===== src/rtl/pipe_ctrl_pkg.sv =====
// Shared constants and types for the pipeline stall/flush controller.
// MDU latencies and the IDLE/BUSY encoding live here so every file agrees on them.
package pipe_ctrl_pkg;

    localparam int MULT_CYCLES = 5;
    localparam int DIV_CYCLES  = 10;
    localparam int MD_CNT_W    = 4;

    typedef enum logic {
        MD_IDLE = 1'b0,
        MD_BUSY = 1'b1
    } md_state_t;

    typedef logic [MD_CNT_W-1:0] md_cnt_t;

    function automatic md_cnt_t md_load_value(input logic is_div);
        return is_div ? md_cnt_t'(DIV_CYCLES) : md_cnt_t'(MULT_CYCLES);
    endfunction

endpackage


===== src/rtl/pipe_ctrl_if.sv =====
// Hazard/exception signal bundle between the datapath (master) and pipe_ctrl (slave).
interface pipe_ctrl_if;

    logic        req;
    logic        stall_raw;
    logic        md_start;
    logic        md_is_div;
    logic        md_use_D;
    logic        eret_D;
    logic        epc_wr_pending;
    logic        pc_en;
    logic        D_en;
    logic        E_clr;
    logic        flush_all;
    logic        md_busy;
    logic        md_state;
    logic [31:0] stall_cycles;

    modport master (
        output req, stall_raw, md_start, md_is_div, md_use_D, eret_D, epc_wr_pending,
        input  pc_en, D_en, E_clr, flush_all, md_busy, md_state, stall_cycles
    );

    modport slave (
        input  req, stall_raw, md_start, md_is_div, md_use_D, eret_D, epc_wr_pending,
        output pc_en, D_en, E_clr, flush_all, md_busy, md_state, stall_cycles
    );

endinterface


===== src/rtl/pipe_ctrl_mdu_timer.sv =====
// Multiply/divide latency timer: a down-counter loaded on an accepted MDU start,
// busy while nonzero. A start coinciding with abort (exception) is dropped.
module mdu_timer
    import pipe_ctrl_pkg::*;
(
    input  logic      clk,
    input  logic      reset,
    input  logic      start,
    input  logic      is_div,
    input  logic      abort,
    output logic      busy,
    output md_state_t state
);

    md_cnt_t cnt;
    md_cnt_t cnt_next;

    always_ff @(posedge clk) begin
        if (reset)
            cnt <= '0;
        else
            cnt <= cnt_next;
    end

    // Starts are only accepted from idle; a running op counts down to zero and stops.
    always_comb begin
        cnt_next = cnt;
        if (start && !abort && (cnt == '0))
            cnt_next = md_load_value(is_div);
        else if (cnt != '0)
            cnt_next = cnt - 1'b1;
    end

    always_comb begin
        busy  = (cnt != '0);
        state = busy ? MD_BUSY : MD_IDLE;
    end

endmodule


===== src/rtl/pipe_ctrl.sv =====
// Pipeline stall/flush controller: merges RAW, MDU and eret hazards, gives exceptions priority.
// Optional bubble-cycle counter enabled by defining PIPE_STALL_CNT_EN.
module pipe_ctrl
    import pipe_ctrl_pkg::*;
(
    input  logic        clk,
    input  logic        reset,
    pipe_ctrl_if.slave  bus
);

    logic      stall;
    logic      md_busy;
    logic      e_clr;
    md_state_t md_state;

    mdu_timer u_mdu_timer (
        .clk    (clk),
        .reset  (reset),
        .start  (bus.md_start),
        .is_div (bus.md_is_div),
        .abort  (bus.req),
        .busy   (md_busy),
        .state  (md_state)
    );

    // The eret term holds D until the mtc0 EPC write has drained out of E/M.
    always_comb begin
        stall = bus.stall_raw
              | (bus.md_use_D & (md_busy | bus.md_start))
              | (bus.eret_D & bus.epc_wr_pending);
        e_clr = stall & ~bus.req;
    end

    assign bus.flush_all = bus.req;
    assign bus.pc_en     = ~stall | bus.req;
    assign bus.D_en      = ~stall | bus.req;
    assign bus.E_clr     = e_clr;
    assign bus.md_busy   = md_busy;
    assign bus.md_state  = logic'(md_state);

`ifdef PIPE_STALL_CNT_EN
    logic [31:0] stall_cnt;

    // Saturates rather than wrapping so long runs never report a small count.
    always_ff @(posedge clk) begin
        if (reset)
            stall_cnt <= '0;
        else if (e_clr && (stall_cnt != 32'hFFFF_FFFF))
            stall_cnt <= stall_cnt + 1'b1;
    end

    assign bus.stall_cycles = stall_cnt;
`else
    assign bus.stall_cycles = '0;
`endif

endmodule

===== src/flat_wrapper.sv =====
// flat-port wrapper written by rule: the top's interface ports become plain ports
module pipe_ctrl_flat import pipe_ctrl_pkg::*;
  (clk, reset, bus_req, bus_stall_raw, bus_md_start, bus_md_is_div, bus_md_use_D, bus_eret_D, bus_epc_wr_pending, bus_pc_en, bus_D_en, bus_E_clr, bus_flush_all, bus_md_busy, bus_md_state, bus_stall_cycles);
  pipe_ctrl_if bus_i ();
  input  logic clk;
  input  logic reset;
  input wire logic [$bits(bus_i.req)-1:0] bus_req;
  input wire logic [$bits(bus_i.stall_raw)-1:0] bus_stall_raw;
  input wire logic [$bits(bus_i.md_start)-1:0] bus_md_start;
  input wire logic [$bits(bus_i.md_is_div)-1:0] bus_md_is_div;
  input wire logic [$bits(bus_i.md_use_D)-1:0] bus_md_use_D;
  input wire logic [$bits(bus_i.eret_D)-1:0] bus_eret_D;
  input wire logic [$bits(bus_i.epc_wr_pending)-1:0] bus_epc_wr_pending;
  output wire logic [$bits(bus_i.pc_en)-1:0] bus_pc_en;
  output wire logic [$bits(bus_i.D_en)-1:0] bus_D_en;
  output wire logic [$bits(bus_i.E_clr)-1:0] bus_E_clr;
  output wire logic [$bits(bus_i.flush_all)-1:0] bus_flush_all;
  output wire logic [$bits(bus_i.md_busy)-1:0] bus_md_busy;
  output wire logic [$bits(bus_i.md_state)-1:0] bus_md_state;
  output wire logic [$bits(bus_i.stall_cycles)-1:0] bus_stall_cycles;
  assign bus_i.req = bus_req;
  assign bus_i.stall_raw = bus_stall_raw;
  assign bus_i.md_start = bus_md_start;
  assign bus_i.md_is_div = bus_md_is_div;
  assign bus_i.md_use_D = bus_md_use_D;
  assign bus_i.eret_D = bus_eret_D;
  assign bus_i.epc_wr_pending = bus_epc_wr_pending;
  assign bus_pc_en = bus_i.pc_en;
  assign bus_D_en = bus_i.D_en;
  assign bus_E_clr = bus_i.E_clr;
  assign bus_flush_all = bus_i.flush_all;
  assign bus_md_busy = bus_i.md_busy;
  assign bus_md_state = bus_i.md_state;
  assign bus_stall_cycles = bus_i.stall_cycles;
  pipe_ctrl u_core (.clk(clk), .reset(reset), .bus(bus_i));
endmodule

===== config.mk =====
export PLATFORM = sky130hd
export DESIGN_NAME = pipe_ctrl_flat
export DESIGN_NICKNAME = d
export VERILOG_FILES = /design/src/rtl/pipe_ctrl_pkg.sv /design/src/rtl/pipe_ctrl_if.sv /design/src/rtl/pipe_ctrl_mdu_timer.sv /design/src/rtl/pipe_ctrl.sv /design/src/flat_wrapper.sv
export SDC_FILE = /design/constraint.sdc
export NUM_CORES = 1
export LEC_CHECK = 0
export BUFFER_PORTS_ARGS = -buffer_cell sky130_fd_sc_hd__buf_2
export CORE_MARGIN = 2
export CORE_UTILIZATION = 36
export DETAILED_ROUTE_END_ITERATION = 10
export PLACE_DENSITY_LB_ADDON = 0.1
export SYNTH_ARGS = -nofsm -noshare
export SYNTH_HDL_FRONTEND = slang
export SYNTH_SLANG_ARGS = --single-unit

===== constraint.sdc =====
create_clock -name clk -period 1.9 [get_ports clk]
set_input_delay 0.095 -clock clk [delete_from_list [all_inputs] [get_ports clk]]
set_output_delay 0.095 -clock clk [all_outputs]
set_load 0.1 [all_outputs]

* Word-level counts from Yosys, hierarchy flattened
Index checks and enable logic that the tools add are counted. Widths: inputs -> output; s select.
Operators by class: bitwise operators 9, multiplexer cells 4, reductions and logical operators 6, add/sub/neg operators 1
Operator list (number):
- $mux 4 | 3
- $logic_not 4->1 | 1
- $or 1x1->1 | 4
- $reduce_bool 4->1 | 1
- $sub 4x1->4 const B | 1
- $and 1x1->1 | 3
- $logic_and 1x1->1 | 2
- $not 1->1 | 2
- $reduce_bool 2->1 | 1
- $logic_not 1->1 | 1
- $mux 1 | 1
Storage, ports and cells: bits of input ports 9, output and inout port bits 38, logic and storage cells 21, register bits after elaboration 4

* Logic depth before layout (Yosys ltp)
Gate-level depths: netlist of run 1.
depth after elaboration 7, depth in mapped cells 7, gate-level depth less buffers 5

* By module
A second synthesis of run 1 with hierarchy kept.
Second synthesis, totals: cells, all modules 66, area total of the unflattened synthesis 538.0 um^2
By module, submodules not included:
- pipe_ctrl | cells each 39, sequential area each 0.0 um^2, times used 1, area an instance 285.3 um^2
- mdu_timer | cells each 27, sequential area each 80.1 um^2, times used 1, area an instance 252.7 um^2

* Least setup slack after synthesis of run 1
OpenSTA, ideal clock, no wires.
path type reg-to-output, from reg u_core.u_mdu_timer.cnt[0], to out bus_E_clr, arrival time 2.589 ns, data required time 1.805 ns, cell stages (with the launch flop) 7, slack -0.784 ns, path through dfxtp_1 inv_1 ha_1 or3b_1 buf_6 o21ai_2 a21oi_1
On the way: word-level cells in the longest chain between the ends 6
RTL lines:
- start, declared | RTL line pipe_ctrl_mdu_timer.sv:15 | md_cnt_t cnt;
- start signal, assigned | RTL line pipe_ctrl_mdu_timer.sv:22 | cnt <= cnt_next;
- $reduce_bool 4->1 | RTL line pipe_ctrl_mdu_timer.sv:35 | busy = (cnt != '0);
- via bus_md_busy | RTL line flat_wrapper.sv:18 | output wire logic [$bits(bus_i.md_busy)-1:0] bus_md_busy;
- $or 1x1->1 | RTL line pipe_ctrl.sv:29 | | (bus.md_use_D & (md_busy | bus.md_start))
- $and 1x1->1 | RTL line pipe_ctrl.sv:29
- $or 1x1->1 | RTL line pipe_ctrl.sv:29
- $or 1x1->1 | RTL line pipe_ctrl.sv:30 | | (bus.eret_D & bus.epc_wr_pending);
- $and 1x1->1 | RTL line pipe_ctrl.sv:31 | e_clr = stall & ~bus.req;
- end, declared | RTL line flat_wrapper.sv:16 | output wire logic [$bits(bus_i.E_clr)-1:0] bus_E_clr;
The timed path passes the listed nets, and every way through them passes these cells.

* Worst setup path in the final report of run 1
from reg u_core.u_mdu_timer.cnt[0], to out bus_pc_en
On the way: word-level cells in the longest chain between the ends 7
RTL lines:
- $reduce_bool 4->1 | RTL line pipe_ctrl_mdu_timer.sv:35
- $or 1x1->1 | RTL line pipe_ctrl.sv:29
- $and 1x1->1 | RTL line pipe_ctrl.sv:29
- $or 1x1->1 | RTL line pipe_ctrl.sv:29
- $or 1x1->1 | RTL line pipe_ctrl.sv:30
- $not 1->1 | RTL line pipe_ctrl.sv:35 | assign bus.pc_en = ~stall | bus.req;
- $or 1x1->1 | RTL line pipe_ctrl.sv:35
- end, declared | RTL line flat_wrapper.sv:14 | output wire logic [$bits(bus_i.pc_en)-1:0] bus_pc_en;
Every way passes these cells.

==> results of run 1 <==
-- stage by stage --
| step | setup TNS (ns) | hold WS [ns] | std cells |
|---|---|---|---|
| 4_1_cts | 0 | 0.09301 | 94 |
| 5_1_grt | 0 | 0.1028 | 94 |
| 3_5_place_dp | 0 | 0.3496 | 91 |
| 6_report | 0 | 0.1080 | 94 |
| 2_1_floorplan | -0.1444 | 0.1641 | 97 |
| 3_3_place_gp | 0 | 0.3458 | 91 |
-- cell usage in the layout, fill, tap and decap left out, types with 2 or more instances in the layout --
cell type   n
nor2_1      3
ha_1        2
nand2b_1    2
dfxtp_1     4
a211oi_1    3
buf_12      2
a21oi_1     2
clkbuf_4    3
buf_4       2
conb_1     32
buf_2      11
-- area by class of cell --
class | count | share of cell area, %
multi-input cells | 55 | 56.79
repair buffers | 15 | 19.91
well taps | 15 | 3.394
clock buffers | 3 | 4.072
flip-flops and latches | 4 | 14.48
inverters | 2 | 1.357
-- logic make-up (layout without fill, tap and decap cells) --
group           count (synthesis)  after routing  share of synthesized area [%]
flops                           4              4                          14.88
xor+xnor                        1              1                          1.628
mux                             1              1                          1.861
fa+ha+maj                       2              2                          4.650
compound gates                 10             10                          13.95
simple gates                    9              9                          10.00
other cells                     1             32                         0.6970
buf+inv                        38             20                          52.33
-- per-layer routing --
| metal | vias to the layer above | wire length [µm] | global-route usage, % | share of wire [%] |
|---|---|---|---|---|
| li1 | 177 | - | - | - |
| met5 | - | 0 | 0 | 0 |
| met1 | 154 | 283 | 9.719 | 36 |
| met2 | 22 | 418 | 12.42 | 54 |
| met4 | 0 | 0 | 7.500 | 0 |
| met3 | 0 | 73 | 2.553 | 9.4 |
-- final timing paths --
check	to	slack, ns	cells after the start
max	bus_pc_en	0.1	6
min	u_core.u_mdu_timer.cnt[3]$_SDFFE_PP0P_	0.11	2
min reg2reg	u_core.u_mdu_timer.cnt[0]$_SDFFE_PP0P_	0.53	2
max reg2reg	u_core.u_mdu_timer.cnt[0]$_SDFFE_PP0P_	0.34	6
-- worst max-delay path: stages, from the launching register on --
cell and delay [ns]:
dfxtp_1 0.32, inv_2 0.09, ha_1 0.16, or3b_4 0.40, o21ai_4 0.16, a21o_4 0.17, buf_12 0.17
-- what timing repair did --
item,in CTS,in global routing
resized for setup,1,2
hold buffers,0,0
setup endpoints to repair,1,5
pin swaps,0,0
cloned,0,0
==> impl_metrics.csv, run 1 <==
group,metric,value,unit
timing,fin_crit,1.801,ns
timing,finalHoldViolations,0,
detailed_routing,drtPass1Iterations,1,
floorplan,core_area,1350,µm²
synth,ys.flop_type,"dfxtp_1",
timing,drv_slew,0,
layout,utilization,40.96,%
clock_tree,clock-sinks,4,
clock_tree,cts_max_path_buffers,2,
worst_hold_path,hp-start,"reset",
synth,yosys_warnings,0,
placed_design,place_area,525.5,µm²
status,status,"completed",
floorplan,fp.dieH,42.66,µm
floorplan,die_area,1820,µm²
worst_setup_path,worstPathRequired,1.80,ns
layout,top_register,"u_core.u_mdu_timer.cnt",
synth,synth.most_common_cell,"buf_4",
worst_setup_path,worst-setup-path-type,"flip-flop to output port",
synth,ys_ff_latch,4,
layout,nets,92,
clock_tree,post-cts-setup-buffers,0,
timing,max_freq,555.2,MHz
synth,synthTopCellsByArea,"buf_4, dfxtp_1, ha_1",
timing,fin_ws,0.09888,ns
global_route,grt_max_degree,10,
layout,multi_input_area,314.1,µm²
layout,largest_reg_flops,4,
synth,yosys-top-cells-count,"buf_4, dfxtp_1, a211oi_1, a21oi_1, nor2_1",
clock_tree,clk_latency,0.23,ns
run,drv_cap,0,
synth,ys_seq_area_share,14.88,%
layout,diodes,0,
worst_setup_path,critPathLaunchType,"flip-flop",
layout,seqCellArea,80.08,µm²
worst_setup_path,r2r-start,"u_core.u_mdu_timer.cnt[0]$_SDFFE_PP0P_",
placed_design,pre_cts_ws,0.2522,ns
synth,synth.distinct_cells,20,
layout,drive_gt1_share,30.38,%
layout,syn_to_final_growth,2.791,%
placed_design,place.port_buffers,14,
worst_setup_path,crit_fanout,3,
global_route,grt-ovfl-total,0,
floorplan,initial_core_util,39.85,%
timing,clock_skew,0.0008737,ns
synth,post-synth-top-area-cell,"buf_4",
detailed_routing,wire_per_inst,8.255,µm
layout,reg_top3,"u_core.u_mdu_timer.cnt x4",
timing,period_share,94.80,%
worst_setup_path,cp-end-kind,"output port",
detailed_routing,vias,353,
timing,setup_viol,0,
global_route,grt_use_total,8.464,%
synth,netlist_instances,66,
synth,synth_area,538.0,µm²
detailed_routing,drt-total-wl,776,µm
detailed_routing,ant_nets,0,
global_route,grt_pass1_wl,1124,µm
global_route,grt_pass1_vias,255,
synth,synth-edff-count,0,
clock_tree,cts_root_buffer,"clkbuf_4",
clock_tree,clkTransAtPathRegs,0.04,ns
floorplan,dieWidth,42.66,µm
layout,final_area,553.0,µm²
synth,synth_top_cell_area_share,48.84,%
detailed_routing,drcViolationCount,0,
synth,async_reset_ff_share,0,%
synth,avgSynthCellArea,8.152,µm²
timing,rsz0062_at_grt,"no",
worst_setup_path,cp-startpoint,"u_core.u_mdu_timer.cnt[0]$_SDFFE_PP0P_",
floorplan,ios,47,
clock_tree,cts_buffers,3,
placed_design,routabilityCongestion,0.7559,
detailed_routing,via_per_inst,3.755,
clock_tree,cts_tree,"yes",
detailed_routing,drtIter0Drc,0,
floorplan,row_count,13,
placed_design,hpwlAfterDp,671.6,µm
global_route,antenna_found_initial,0,
worst_setup_path,arrival,1.71,ns
clock_tree,cts.htree.levels,1,
layout,fillers,152,
worst_hold_path,hp-class,"input pin to flip-flop",
Power of run 1 is not shown: default switching activity piles up to over one toggle a cycle in this logic, so the estimate is an artifact.
==> inputs of run 2 (changes only) <==
--- a/config.mk
+++ b/config.mk
@@ -9,7 +9,8 @@
 export CORE_MARGIN = 2
 export CORE_UTILIZATION = 36
 export DETAILED_ROUTE_END_ITERATION = 10
-export PLACE_DENSITY_LB_ADDON = 0.1
+export PLACE_DENSITY = 0.77
+export SKIP_CTS_REPAIR_TIMING = 1
 export SYNTH_ARGS = -nofsm -noshare
 export SYNTH_HDL_FRONTEND = slang
 export SYNTH_SLANG_ARGS = --single-unit
==> impl_metrics.csv, run 2 (synthesis results as in run 1) <==
group,metric,value,unit
timing,final.setup.tns,0,ns
layout,stdcell_count,94,
global_route,antenna_found_initial,0,
clock_tree,clock-sinks,4,
timing,rsz0062_at_grt,"no",
timing,finalHoldViolations,0,
worst_setup_path,worst-setup-path-type,"flip-flop to output port",
worst_setup_path,crit_cells,5,
floorplan,fp.dieH,42.66,µm
layout,drive_gt1_share,30.38,%
worst_hold_path,hp-class,"input pin to flip-flop",
placed_design,routabilityCongestion,0.8504,
global_route,grt.busiest_layer,"met4",
worst_setup_path,critPathLaunchType,"flip-flop",
detailed_routing,via_per_inst,3.947,
global_route,grt_pass1_vias,289,
worst_setup_path,cp_num_buf_inv,3,
placed_design,place_area,525.5,µm²
clock_tree,clk_latency,0.24,ns
floorplan,die_area,1820,µm²
timing,clock_skew,0.0009613,ns
worst_setup_path,critical-path-top-delay-family,"buffers and inverters",
global_route,met2_usage,12.73,%
run,drv_cap,0,
layout,largest_reg_flops,4,
floorplan,core_area,1350,µm²
floorplan,dieWidth,42.66,µm
worst_setup_path,worst_path_max_delay_cell,"buf_2",
floorplan,row_count,13,
global_route,grt-ovfl-total,0,
detailed_routing,drtIter0Drc,3,
detailed_routing,wire_per_inst,8.617,µm
worst_setup_path,arrival,1.72,ns
worst_setup_path,worstReg2RegEnd,"u_core.u_mdu_timer.cnt[0]$_SDFFE_PP0P_",
global_route,grt_max_degree,10,
clock_tree,cts_buffers,3,
detailed_routing,drt-total-wl,810,µm
layout,final_common_cell,"conb_1",
floorplan,initial_core_util,39.85,%
timing,drv_slew,0,
worst_setup_path,cp-startpoint,"u_core.u_mdu_timer.cnt[0]$_SDFFE_PP0P_",
layout,reg_top3,"u_core.u_mdu_timer.cnt x4",
worst_setup_path,rrSetupSlack,0.30,ns
clock_tree,cts_root_buffer,"clkbuf_4",
detailed_routing,ant_nets,0,
global_route,grt_pass1_wl,1138,µm
worst_setup_path,cp_slowest_stage_delay,0.43,ns
layout,top_register,"u_core.u_mdu_timer.cnt",
detailed_routing,vias,371,
clock_tree,clkTransAtPathRegs,0.04,ns
placed_design,dp_cells,91,
worst_setup_path,crit_fanout,9,
timing,setup_viol,0,
layout,final_area,553.0,µm²
detailed_routing,drcViolationCount,0,
status,status,"completed",
timing,fin_crit,1.811,ns
layout,fillers,153,
global_route,met1_usage,9.207,%
detailed_routing,drtPass1Iterations,4,
worst_setup_path,path_cells,"inv_2, ha_1, or3b_4, buf_4, buf_2",
global_route,gr-usage-met3,2.553,%
placed_design,place.port_buffers,14,
worst_setup_path,r2r-start,"u_core.u_mdu_timer.cnt[0]$_SDFFE_PP0P_",
global_route,grt_use_total,9.162,%
worst_setup_path,cp-end-kind,"output port",
layout,nets,92,
worst_setup_path,critPathCapture,"bus_md_state",
clock_tree,cts.htree.levels,1,
layout,syn_to_final_growth,2.791,%
timing,max_freq,552.2,MHz
worst_setup_path,worstPathRequired,1.80,ns
clock_tree,cts_max_path_buffers,2,
clock_tree,cts_tree,"yes",
placed_design,hpwlAfterDp,687.2,µm
worst_setup_path,ff2ff_path_depth,6,
timing,whs,0.09849,ns
timing,period_share,95.31,%
floorplan,ios,47,
layout,diodes,0,
layout,layout_common_cells,"conb_1, buf_2, dfxtp_1",
## run 2: cell counts in the layout (fill, tap and decap cells not counted)
No cell type changed its count.
## run 2: cell type report
class                      instances  area, µm²  area share, %
multi-input combinational         55      314.1          56.79
timing repair buffer              15      110.1          19.91
sequential                         4      80.08          14.48
clock buffer                       3      22.52          4.072
tap                               15      18.77          3.394
inverter                           2      7.507          1.357
## run 2: per-layer routing
layer | up-vias | wire (µm)
met5 | - | 0
met4 | 0 | 45
met3 | 4 | 98
met2 | 30 | 381
met1 | 161 | 284
li1 | 176 | -
## run 2: metrics by stage
| stage | util, % | setup WS [ns] |
|---|---|---|
| 3_3_place_gp | 38.92 | 0.2886 |
| 4_1_cts | 40.59 | -0.006103 |
| 3_5_place_dp | 38.92 | 0.2520 |
| 6_report | 40.96 | 0.08904 |
| 5_1_grt | 40.96 | 0.01588 |
| 2_1_floorplan | - | -0.1205 |
## run 2: how the worst min path moves through the flow
stage / startpoint / end / slack [ns] / cells after the start
2_1_floorplan: reset / u_core.u_mdu_timer.cnt[3]$_SDFFE_PP0P_ / 0.16 / 1
3_3_place_gp: reset / u_core.u_mdu_timer.cnt[3]$_SDFFE_PP0P_ / 0.34 / 2
3_5_place_dp: reset / u_core.u_mdu_timer.cnt[3]$_SDFFE_PP0P_ / 0.35 / 2
4_1_cts: reset / u_core.u_mdu_timer.cnt[3]$_SDFFE_PP0P_ / 0.09 / 2
5_1_grt: reset / u_core.u_mdu_timer.cnt[3]$_SDFFE_PP0P_ / 0.11 / 2
6_report: reset / u_core.u_mdu_timer.cnt[3]$_SDFFE_PP0P_ / 0.1 / 2
Power of run 2 is left out for the same reason.
==> inputs of run 3 (changes only) <==
--- a/config.mk
+++ b/config.mk
@@ -6,8 +6,9 @@
 export NUM_CORES = 1
 export LEC_CHECK = 0
 export BUFFER_PORTS_ARGS = -buffer_cell sky130_fd_sc_hd__buf_2
-export CORE_MARGIN = 2
+export CORE_MARGIN = 1
 export CORE_UTILIZATION = 36
+export CTS_CLUSTER_DIAMETER = 120
 export DETAILED_ROUTE_END_ITERATION = 10
 export PLACE_DENSITY = 0.77
 export SKIP_CTS_REPAIR_TIMING = 1
==> impl_metrics.csv, run 3 (synthesis results as in run 1) <==
group,metric,value,unit
status,status,"completed",
timing,max_freq,552.7,MHz
layout,top_register,"u_core.u_mdu_timer.cnt",
detailed_routing,ant_nets,0,
worst_setup_path,worstReg2RegEnd,"u_core.u_mdu_timer.cnt[0]$_SDFFE_PP0P_",
worst_setup_path,rrSetupSlack,0.33,ns
clock_tree,cts_root_buffer,"clkbuf_4",
layout,syn_to_final_growth,3.256,%
layout,layout_common_cells,"conb_1, buf_2, clkbuf_4, dfxtp_1",
timing,clock_skew,0.001317,ns
detailed_routing,drtIter0Drc,12,
global_route,grt-ovfl-total,0,
layout,final_common_cell,"conb_1",
worst_setup_path,cp-startpoint,"u_core.u_mdu_timer.cnt[0]$_SDFFE_PP0P_",
layout,nets,92,
worst_hold_path,hp-class,"input pin to flip-flop",
placed_design,place.port_buffers,14,
detailed_routing,drcViolationCount,0,
worst_setup_path,crit_fanout,9,
global_route,antenna_found_initial,0,
worst_hold_path,hp-start,"reset",
timing,drv_slew,0,
worst_hold_path,whs_endpoint,"u_core.u_mdu_timer.cnt[3]$_SDFFE_PP0P_",
timing,finalHoldViolations,0,
layout,reg_top3,"u_core.u_mdu_timer.cnt x4",
placed_design,place_area,525.5,µm²
floorplan,die_area,1653,µm²
detailed_routing,vias,365,
clock_tree,cts_buffers,3,
detailed_routing,wire_per_inst,8.106,µm
detailed_routing,drtPass1Iterations,4,
clock_tree,cts_tree,"yes",
global_route,grt_use_total,9.888,%
placed_design,routabilityCongestion,0.7683,
clock_tree,clkTransAtPathRegs,0.04,ns
layout,largest_reg_flops,4,
worst_hold_path,hold_depth,2,
layout,final_area,555.5,µm²
timing,fin_ws,0.09069,ns
floorplan,row_count,13,
worst_setup_path,ff2ff_path_depth,6,
floorplan,initial_core_util,39.85,%
placed_design,hpwlAfterDp,639.8,µm
layout,fillers,144,
global_route,grt_pass1_vias,268,
worst_setup_path,arrival,1.71,ns
worst_setup_path,cp-end-kind,"output port",
floorplan,dieWidth,40.66,µm
timing,final.setup.tns,0,ns
worst_setup_path,critPathLaunchType,"flip-flop",
timing,rsz0062_at_grt,"no",
floorplan,ios,47,
placed_design,pre_cts_ws,0.2629,ns
clock_tree,cts.htree.levels,1,
clock_tree,clk_latency,0.24,ns
global_route,grt_max_degree,10,
detailed_routing,drt-total-wl,762,µm
layout,utilization,41.15,%
clock_tree,cts_max_path_buffers,2,
worst_setup_path,worstPathRequired,1.80,ns
global_route,grt_pass1_wl,1000,µm
timing,period_share,95.23,%
layout,diodes,0,
floorplan,fp.dieH,40.66,µm
worst_setup_path,r2r-start,"u_core.u_mdu_timer.cnt[0]$_SDFFE_PP0P_",
floorplan,core_area,1350,µm²
detailed_routing,via_per_inst,3.883,
timing,fin_crit,1.809,ns
clock_tree,clock-sinks,4,
worst_setup_path,worst-setup-path-type,"flip-flop to output port",
timing,setup_viol,0,
layout,drive_gt1_share,30.38,%
run,drv_cap,0,
-- run 3: how the worst max path moves through the flow --
stage,endpoint,slack [ns]
6_report,bus_md_state,0.09
5_1_grt,bus_md_state,0.01
4_1_cts,bus_E_clr,0.0002
3_5_place_dp,bus_E_clr,0.26
3_3_place_gp,bus_E_clr,0.29
2_1_floorplan,bus_E_clr,-0.12
-- run 3: through the flow --
stage               cells  hold slack (ns)
floorplan              97           0.1641
global placement       91           0.3274
detailed placement     91           0.3351
CTS                    94          0.09165
global route           94           0.1093
finish                 94          0.09273
-- run 3: cell type report --
class | count | area [µm²] | area share, %
repair buffers | 15 | 112.6 | 20.27
flip-flops and latches | 4 | 80.08 | 14.41
multi-input cells | 55 | 314.1 | 56.53
well taps | 15 | 18.77 | 3.378
inverters | 2 | 7.507 | 1.351
clock buffers | 3 | 22.52 | 4.054
-- run 3: worst max-delay path, stage by stage (launching register included) --
cell     delay (ns)
dfxtp_1        0.36
inv_2          0.07
ha_1           0.20
or3b_4         0.25
buf_4          0.16
buf_2          0.43
-- run 3: metal layers --
metal  vias up  part of all wire [%]  GRT usage, %
li1        174                     -             -
met1       165                    37         9.032
met2        23                    53         16.67
met3         3                   6.6         1.630
met4         0                   3.3         12.50
met5         -                     0             0
Power of run 3 is left out for the same reason.
